### src/rtl/destsel_pkg.sv
// Shared types for the destination-select write path: register count, select width,
// queued write entry layout and the select-to-onehot helper. Byte enables exist only under DESTSEL_BYTE_EN.
package destsel_pkg;

  localparam int NUM_REGS = 4;
  localparam int SEL_W    = 2;
  localparam int DATA_W   = 16;
`ifdef DESTSEL_BYTE_EN
  localparam int BE_W     = DATA_W / 8;
`endif

  typedef struct packed {
    logic [SEL_W-1:0]  sel;
    logic [DATA_W-1:0] data;
`ifdef DESTSEL_BYTE_EN
    logic [BE_W-1:0]   be;
`endif
  } wr_entry_t;

  function automatic logic [NUM_REGS-1:0] onehot4(input logic [SEL_W-1:0] sel);
    logic [NUM_REGS-1:0] oh;
    oh      = '0;
    oh[sel] = 1'b1;
    return oh;
  endfunction

endpackage

### src/rtl/destsel_if.sv
// Write-request handshake into destsel_writer: valid/ready plus destination select and data.
// wrBe is present only when DESTSEL_BYTE_EN is defined.
interface destsel_if
  import destsel_pkg::*;
#(
  parameter int nrOfBits = DATA_W
);

  logic                wrValid;
  logic                wrReady;
  logic [SEL_W-1:0]    wrSel;
  logic [nrOfBits-1:0] wrData;
`ifdef DESTSEL_BYTE_EN
  logic [nrOfBits/8-1:0] wrBe;

  modport master (output wrValid, output wrSel, output wrData, output wrBe, input wrReady);
  modport slave  (input wrValid, input wrSel, input wrData, input wrBe, output wrReady);
`else
  modport master (output wrValid, output wrSel, output wrData, input wrReady);
  modport slave  (input wrValid, input wrSel, input wrData, output wrReady);
`endif

endinterface

### src/rtl/destsel_fifo.sv
// DEPTH-entry circular buffer of wr_entry_t (DEPTH a power of two, >= 2); head is read combinationally.
// Caller must not push when full nor pop when empty; a per-slot valid/sel view feeds hazard tracking.
module destsel_fifo
  import destsel_pkg::*;
#(
  parameter  int DEPTH = 2,
  localparam int PTR_W = $clog2(DEPTH),
  localparam int CNT_W = PTR_W + 1
) (
  input  logic             clk,
  input  logic             rst_n,
  input  logic             pushEn,
  input  wr_entry_t        pushEntry,
  input  logic             popEn,
  output wr_entry_t        headEntry,
  output logic [CNT_W-1:0] count,
  output logic [SEL_W-1:0] entrySel [DEPTH],
  output logic [DEPTH-1:0] entryValid
);

  wr_entry_t        mem [DEPTH];
  logic [PTR_W-1:0] rdPtr;
  logic [PTR_W-1:0] wrPtr;
  logic [PTR_W-1:0] offs [DEPTH];

  always_ff @(posedge clk or negedge rst_n) begin
    if (!rst_n) begin
      rdPtr <= '0;
      wrPtr <= '0;
      count <= '0;
    end else begin
      if (pushEn) wrPtr <= wrPtr + 1'b1;
      if (popEn)  rdPtr <= rdPtr + 1'b1;
      case ({pushEn, popEn})
        2'b10:   count <= count + 1'b1;
        2'b01:   count <= count - 1'b1;
        default: count <= count;
      endcase
    end
  end

  // Storage needs no reset: occupancy alone decides which slots are meaningful.
  always_ff @(posedge clk) begin
    if (pushEn) mem[wrPtr] <= pushEntry;
  end

  assign headEntry = mem[rdPtr];

  // A slot is live when its distance from the read pointer is below the occupancy.
  always_comb begin
    entryValid = '0;
    for (int i = 0; i < DEPTH; i++) begin
      offs[i]       = PTR_W'(i) - rdPtr;
      entryValid[i] = ({1'b0, offs[i]} < count);
      entrySel[i]   = mem[i].sel;
    end
  end

endmodule

### src/rtl/destsel_writer.sv
// Queues (sel,data) writes and commits the head into reg0..reg3 while drainEn; visible one edge after commit, >=1 edge after accept.
// wrReady drops when full (no pass-through); writes offered while not ready are dropped and latch overflowErr. Optional DESTSEL_BYTE_EN.
module destsel_writer
  import destsel_pkg::*;
#(
  parameter  int                  nrOfBits  = DATA_W,
  parameter  int                  DEPTH     = 2,
  parameter  logic [nrOfBits-1:0] RESET_VAL = '0,
  localparam int                  CNT_W     = $clog2(DEPTH) + 1
) (
  input  logic                clk,
  input  logic                rst_n,
  destsel_if.slave            wr,
  input  logic                drainEn,
  output logic [nrOfBits-1:0] reg0,
  output logic [nrOfBits-1:0] reg1,
  output logic [nrOfBits-1:0] reg2,
  output logic [nrOfBits-1:0] reg3,
  output logic [NUM_REGS-1:0] pending,
  output logic [CNT_W-1:0]    count,
  output logic                overflowErr
);

  localparam logic [CNT_W-1:0] DEPTH_C = CNT_W'(DEPTH);

  logic                push;
  logic                pop;
  wr_entry_t           pushEntry;
  wr_entry_t           head;
  logic [SEL_W-1:0]    entrySel [DEPTH];
  logic [DEPTH-1:0]    entryValid;
  logic [nrOfBits-1:0] regFile [NUM_REGS];
  logic [nrOfBits-1:0] merged;

  // Ready depends on registered occupancy only, so a full FIFO stays closed even while draining.
  assign wr.wrReady = (count < DEPTH_C);
  assign push       = wr.wrValid & wr.wrReady;
  assign pop        = drainEn & (count != '0);

  always_comb begin
    pushEntry      = '0;
    pushEntry.sel  = wr.wrSel;
    pushEntry.data = DATA_W'(wr.wrData);
`ifdef DESTSEL_BYTE_EN
    pushEntry.be   = BE_W'(wr.wrBe);
`endif
  end

  destsel_fifo #(
    .DEPTH (DEPTH)
  ) u_fifo (
    .clk        (clk),
    .rst_n      (rst_n),
    .pushEn     (push),
    .pushEntry  (pushEntry),
    .popEn      (pop),
    .headEntry  (head),
    .count      (count),
    .entrySel   (entrySel),
    .entryValid (entryValid)
  );

  // Byte-masked merge of the head entry over the current contents of its target register.
  always_comb begin
`ifdef DESTSEL_BYTE_EN
    merged = regFile[head.sel];
    for (int b = 0; b < nrOfBits / 8; b++) begin
      if (head.be[b]) merged[b*8 +: 8] = head.data[b*8 +: 8];
    end
`else
    merged = nrOfBits'(head.data);
`endif
  end

  always_ff @(posedge clk or negedge rst_n) begin
    if (!rst_n) begin
      for (int i = 0; i < NUM_REGS; i++) regFile[i] <= RESET_VAL;
    end else if (pop) begin
      regFile[head.sel] <= merged;
    end
  end

  always_ff @(posedge clk or negedge rst_n) begin
    if (!rst_n) begin
      overflowErr <= 1'b0;
    end else if (wr.wrValid && !wr.wrReady) begin
      overflowErr <= 1'b1;
    end
  end

  always_comb begin
    pending = '0;
    for (int i = 0; i < DEPTH; i++) begin
      if (entryValid[i]) pending = pending | onehot4(entrySel[i]);
    end
  end

  assign reg0 = regFile[0];
  assign reg1 = regFile[1];
  assign reg2 = regFile[2];
  assign reg3 = regFile[3];

endmodule

### src/flat_wrapper.sv
// flat-port wrapper written by rule: the top's interface ports become plain ports
module destsel_writer_flat import destsel_pkg::*;
#(
  parameter  int                  nrOfBits  = DATA_W,
  parameter  int                  DEPTH     = 2,
  parameter  logic [nrOfBits-1:0] RESET_VAL = '0,
  localparam int                  CNT_W     = $clog2(DEPTH) + 1
)
  (clk, rst_n, drainEn, reg0, reg1, reg2, reg3, pending, count, overflowErr, wr_wrValid, wr_wrSel, wr_wrData, wr_wrReady);
  destsel_if #(.nrOfBits(nrOfBits)) wr_i ();
  input  logic clk;
  input  logic rst_n;
  input  logic drainEn;
  output logic [nrOfBits-1:0] reg0;
  output logic [nrOfBits-1:0] reg1;
  output logic [nrOfBits-1:0] reg2;
  output logic [nrOfBits-1:0] reg3;
  output logic [NUM_REGS-1:0] pending;
  output logic [CNT_W-1:0] count;
  output logic overflowErr;
  input wire logic [$bits(wr_i.wrValid)-1:0] wr_wrValid;
  input wire logic [$bits(wr_i.wrSel)-1:0] wr_wrSel;
  input wire logic [$bits(wr_i.wrData)-1:0] wr_wrData;
  output wire logic [$bits(wr_i.wrReady)-1:0] wr_wrReady;
  assign wr_i.wrValid = wr_wrValid;
  assign wr_i.wrSel = wr_wrSel;
  assign wr_i.wrData = wr_wrData;
  assign wr_wrReady = wr_i.wrReady;
  destsel_writer #(.nrOfBits(nrOfBits), .DEPTH(DEPTH), .RESET_VAL(RESET_VAL)) u_core (.clk(clk), .rst_n(rst_n), .wr(wr_i), .drainEn(drainEn), .reg0(reg0), .reg1(reg1), .reg2(reg2), .reg3(reg3), .pending(pending), .count(count), .overflowErr(overflowErr));
endmodule
### config.mk
export PLATFORM = sky130hd
export DESIGN_NAME = destsel_writer_flat
export DESIGN_NICKNAME = d
export VERILOG_FILES = /design/src/rtl/destsel_pkg.sv /design/src/rtl/destsel_if.sv /design/src/rtl/destsel_fifo.sv /design/src/rtl/destsel_writer.sv /design/src/flat_wrapper.sv
export SDC_FILE = /design/constraint.sdc
export NUM_CORES = 1
export LEC_CHECK = 0
export CORE_AREA = 2 2 94 96
export DETAILED_ROUTE_END_ITERATION = 7
export DIE_AREA = 0 0 96 98
export PLACE_DENSITY = 0.82
export SYNTH_ARGS = -nofsm -noshare
export SYNTH_HDL_FRONTEND = slang
export SYNTH_SLANG_ARGS = --single-unit
### constraint.sdc
create_clock -name clk -period 2.1 [get_ports clk]
set_clock_uncertainty 0.05 [all_clocks]
set_input_delay 0.21 -clock clk [delete_from_list [all_inputs] [get_ports clk]]
set_output_delay 0.21 -clock clk [all_outputs]
set_load 0.005 [all_outputs]
==> results.toml <==
[worst_setup_path]
r2r_setup_slack_ns = 0.12
rr_endpoint = "u_core.reg0[11]"
cp_max_fo = 3
rr_worst_depth = 6
cp.arrival_ns = 1.74
r2r_start = "u_core.u_fifo.count[1]"
cp-end-kind = "output port"
worst-setup-path-type = "register to output port"
slowest_stage = "clkdlybuf4s50_1"
critPathRequiredTime_ns = 1.84
path_cells = "nor2b_2, o21bai_1, o2bb2ai_2, clkdlybuf4s50_1"
cpPeakStageDelay_ns = 0.52
cp-start-kind = "register"

[drt]
dr_total_vias = 2324
drt_pre_antenna_iters = 4
wl_met2_microns = 4230
met3_length_microns = 321
post-route-drc-count = 0
detail_route.wl_per_cell_microns = 17.8
drt-met1-wl_microns = 3440
wl_microns = 8080
vias_per_cell = 5.11
highest_layer = "met4"
antenna_left = 0
first_iter_violations = 70

[sta]
finalHoldViolCount = 0
fin_tns_setup_ns = 0
tightestPinTransition_ns = 0.863
setup_violations = 0
slew_headroom_pct = 42.5
period_needed_ns = 2.00
layout_worst_path_cycle_share_pct = 95.2
max_clock_freq_mhz = 500
finalMaxSlewViolations = 0
rsz0062_at_grt = "false"

[power_and_ir_drop]
ir_drop_uv = 798
pwr_density_cell_nw_per_um2 = 1480
p_leak_nw = 2.16

[synthesis]
synth_nets = 246
synth_area_sq_um = 4010
yosysWarnings = 0
syn_area_per_cell_sq_um = 18.0
ys_seq_area_share_pct = 70.1
synth_cell_types = 26
ys_ff_latch = 105
synth_cells = 223

[clock_tree]
cts_tree = "done"
max-clock-path-buffers = 2
insertion_delay_ns = 0.35
clock-sinks = 105
path_clk_slew_ns = 0.10
cts_buffers = 9
cts_max_level = 3
cts_root_buf = "clkbuf_8"

[global_routing]
antenna_found_initial = 0
grt_use_total_pct = 18.1
grt_pass1_wl_microns = 12700
grt_pass1_vias = 2516
grt_max_degree = 70
overflow = 0

[worst_hold_path]
min_to = "u_core.u_fifo.mem[1][10]"
worst_hold_path_type = "input port to register"
whs_path_depth = 1
worstHoldStart = "wr_wrData[10]"

[die]
io_pins = 94
fp.dieArea_sq_um = 9410
num_rows = 34
die_w_microns = 96
die_h_microns = 98
initial_core_util_pct = 47.3
coreArea_sq_um = 8470

[finish]
fin_util_pct = 63.9
diodes = 0
layout_common_cells = "89 x clkdlybuf4s50_1, 72 x mux2_2, 66 x dfrtp_1, 36 x edfxtp_1, 21 x buf_4"
drive_gt1_share_pct = 34.9
fin_area_sq_um = 5410
final_common_cell = "clkdlybuf4s50_1"
area_delta_synth_final_pct = 35.1
nets = 365

[place]
dpl_cell_area_sq_um = 5150
place_congestion = 0.739
hpwl_microns = 5570
place.port_buffers = 93

[flow_run]
max-cap-violations = 0

[status]
status = "complete, no violations"
## layer usage
metal	vias to the layer above	track usage, %
met1	1197	23.6
li1	1050	-
met2	69	30.2
met3	8	3.94
met5	-	0
met4	0	5.71
## critical path, delay by kind of cell, from the launching register on
family | cells | cell delay [ns]
buffers and inverters | 1 | 0.52
flip-flops | 1 | 0.45
AO/OA/AOI/OAI | 2 | 0.27
AND/OR/NAND/NOR | 1 | 0.15
## area by class of cell
type                       instances  area [sq um]
fill                             637          3050
inverter                           4          15.0
multi-input combinational        108          1160
clock buffer                      10           128
sequential                       105          2810
timing repair buffer             114          1090
clock inverter                     6          73.8
tap                              108           135
## kinds of logic (layout without fill, tap and decap cells)
group,after synthesis,after routing,share of synthesized area [%]
multiplexers,82,82,23.2
buffers and inverters,10,134,1.50
XOR/XNOR,5,5,1.09
AO/OA/AOI/OAI,9,9,1.59
AND/OR/NAND/NOR,11,11,2.28
flip-flops,105,105,70.1
adder cells (fa/ha/maj),1,1,0.312
## report_power, final
group          internal, W  switching [W]  leakage (nW)
Combinational      0.00220        0.00120         0.917
Clock             0.000567       0.000679         0.101
Sequential         0.00295       0.000413          1.14
## per-stage QoR
step | hold slack [ns] | total power (W) | std cells | worst slack [ns]
6_report | 0.385 | 0.00801 | 455 | 0.100
2_1_floorplan | -0.136 | 0.00480 | 223 | 0.186
4_1_cts | 0.367 | 0.00805 | 453 | 0.0176
3_5_place_dp | 0.338 | 0.00676 | 433 | 0.148
5_1_grt | 0.364 | 0.00848 | 455 | 0.0177
3_3_place_gp | 0.327 | 0.00662 | 433 | 0.206
## flip-flops by register name, summed over array words and instances (netlist names)
signal	count
u_core.reg0	16
u_core.u_fifo.count	2
u_core.u_fifo.mem	36
u_core.u_fifo.wrPtr	1
u_core.overflowErr	1
u_core.reg1	16
u_core.reg2	16
u_core.reg3	16
u_core.u_fifo.rdPtr	1
## how the worst max path moves through the flow
stage	from	to	slack [ns]	depth (start not counted)
finish	u_core.u_fifo.rdPtr	pending[0]	0.10	4
global route	u_core.u_fifo.rdPtr	pending[0]	0.02	4
CTS	u_core.u_fifo.rdPtr	pending[0]	0.02	4
detailed placement	drainEn	u_core.reg1[10]	0.15	5
global placement	drainEn	u_core.reg1[8]	0.21	5
floorplan	u_core.u_fifo.count[1]	u_core.u_fifo.mem[0][0]	0.19	3
## cell usage after synthesis, drive strengths merged
master   count  share of area, %
mux2        80                22
dfrtp       69                43
edfxtp      36                27
buf          6               1.1
xnor2        5               1.1
inv          4              0.37
nor2         3              0.28
mux2i        2              0.69
nor3b        2              0.94
o21ai        2              0.34
o22ai        2              0.31
o2bb2ai      2              0.44
a21o         1              0.19
a21oi        1              0.12
and3         1              0.16
ha           1              0.31
nand2        1             0.094
nand2b       1              0.16
nand3        1              0.25
nor2b        1              0.16
nor3         1              0.25
o21bai       1              0.19
## repair_timing
item	4_1_cts	5_1_grt
gates resized for setup	4	5
hold buffers	1	0
endpoints found under the setup margin	4	3
pin swaps	1	3
endpoints found under the hold margin	69	0
gates cloned	0	0
buffers inserted	3	2
Note: power is estimated with default switching activity, not from simulation.
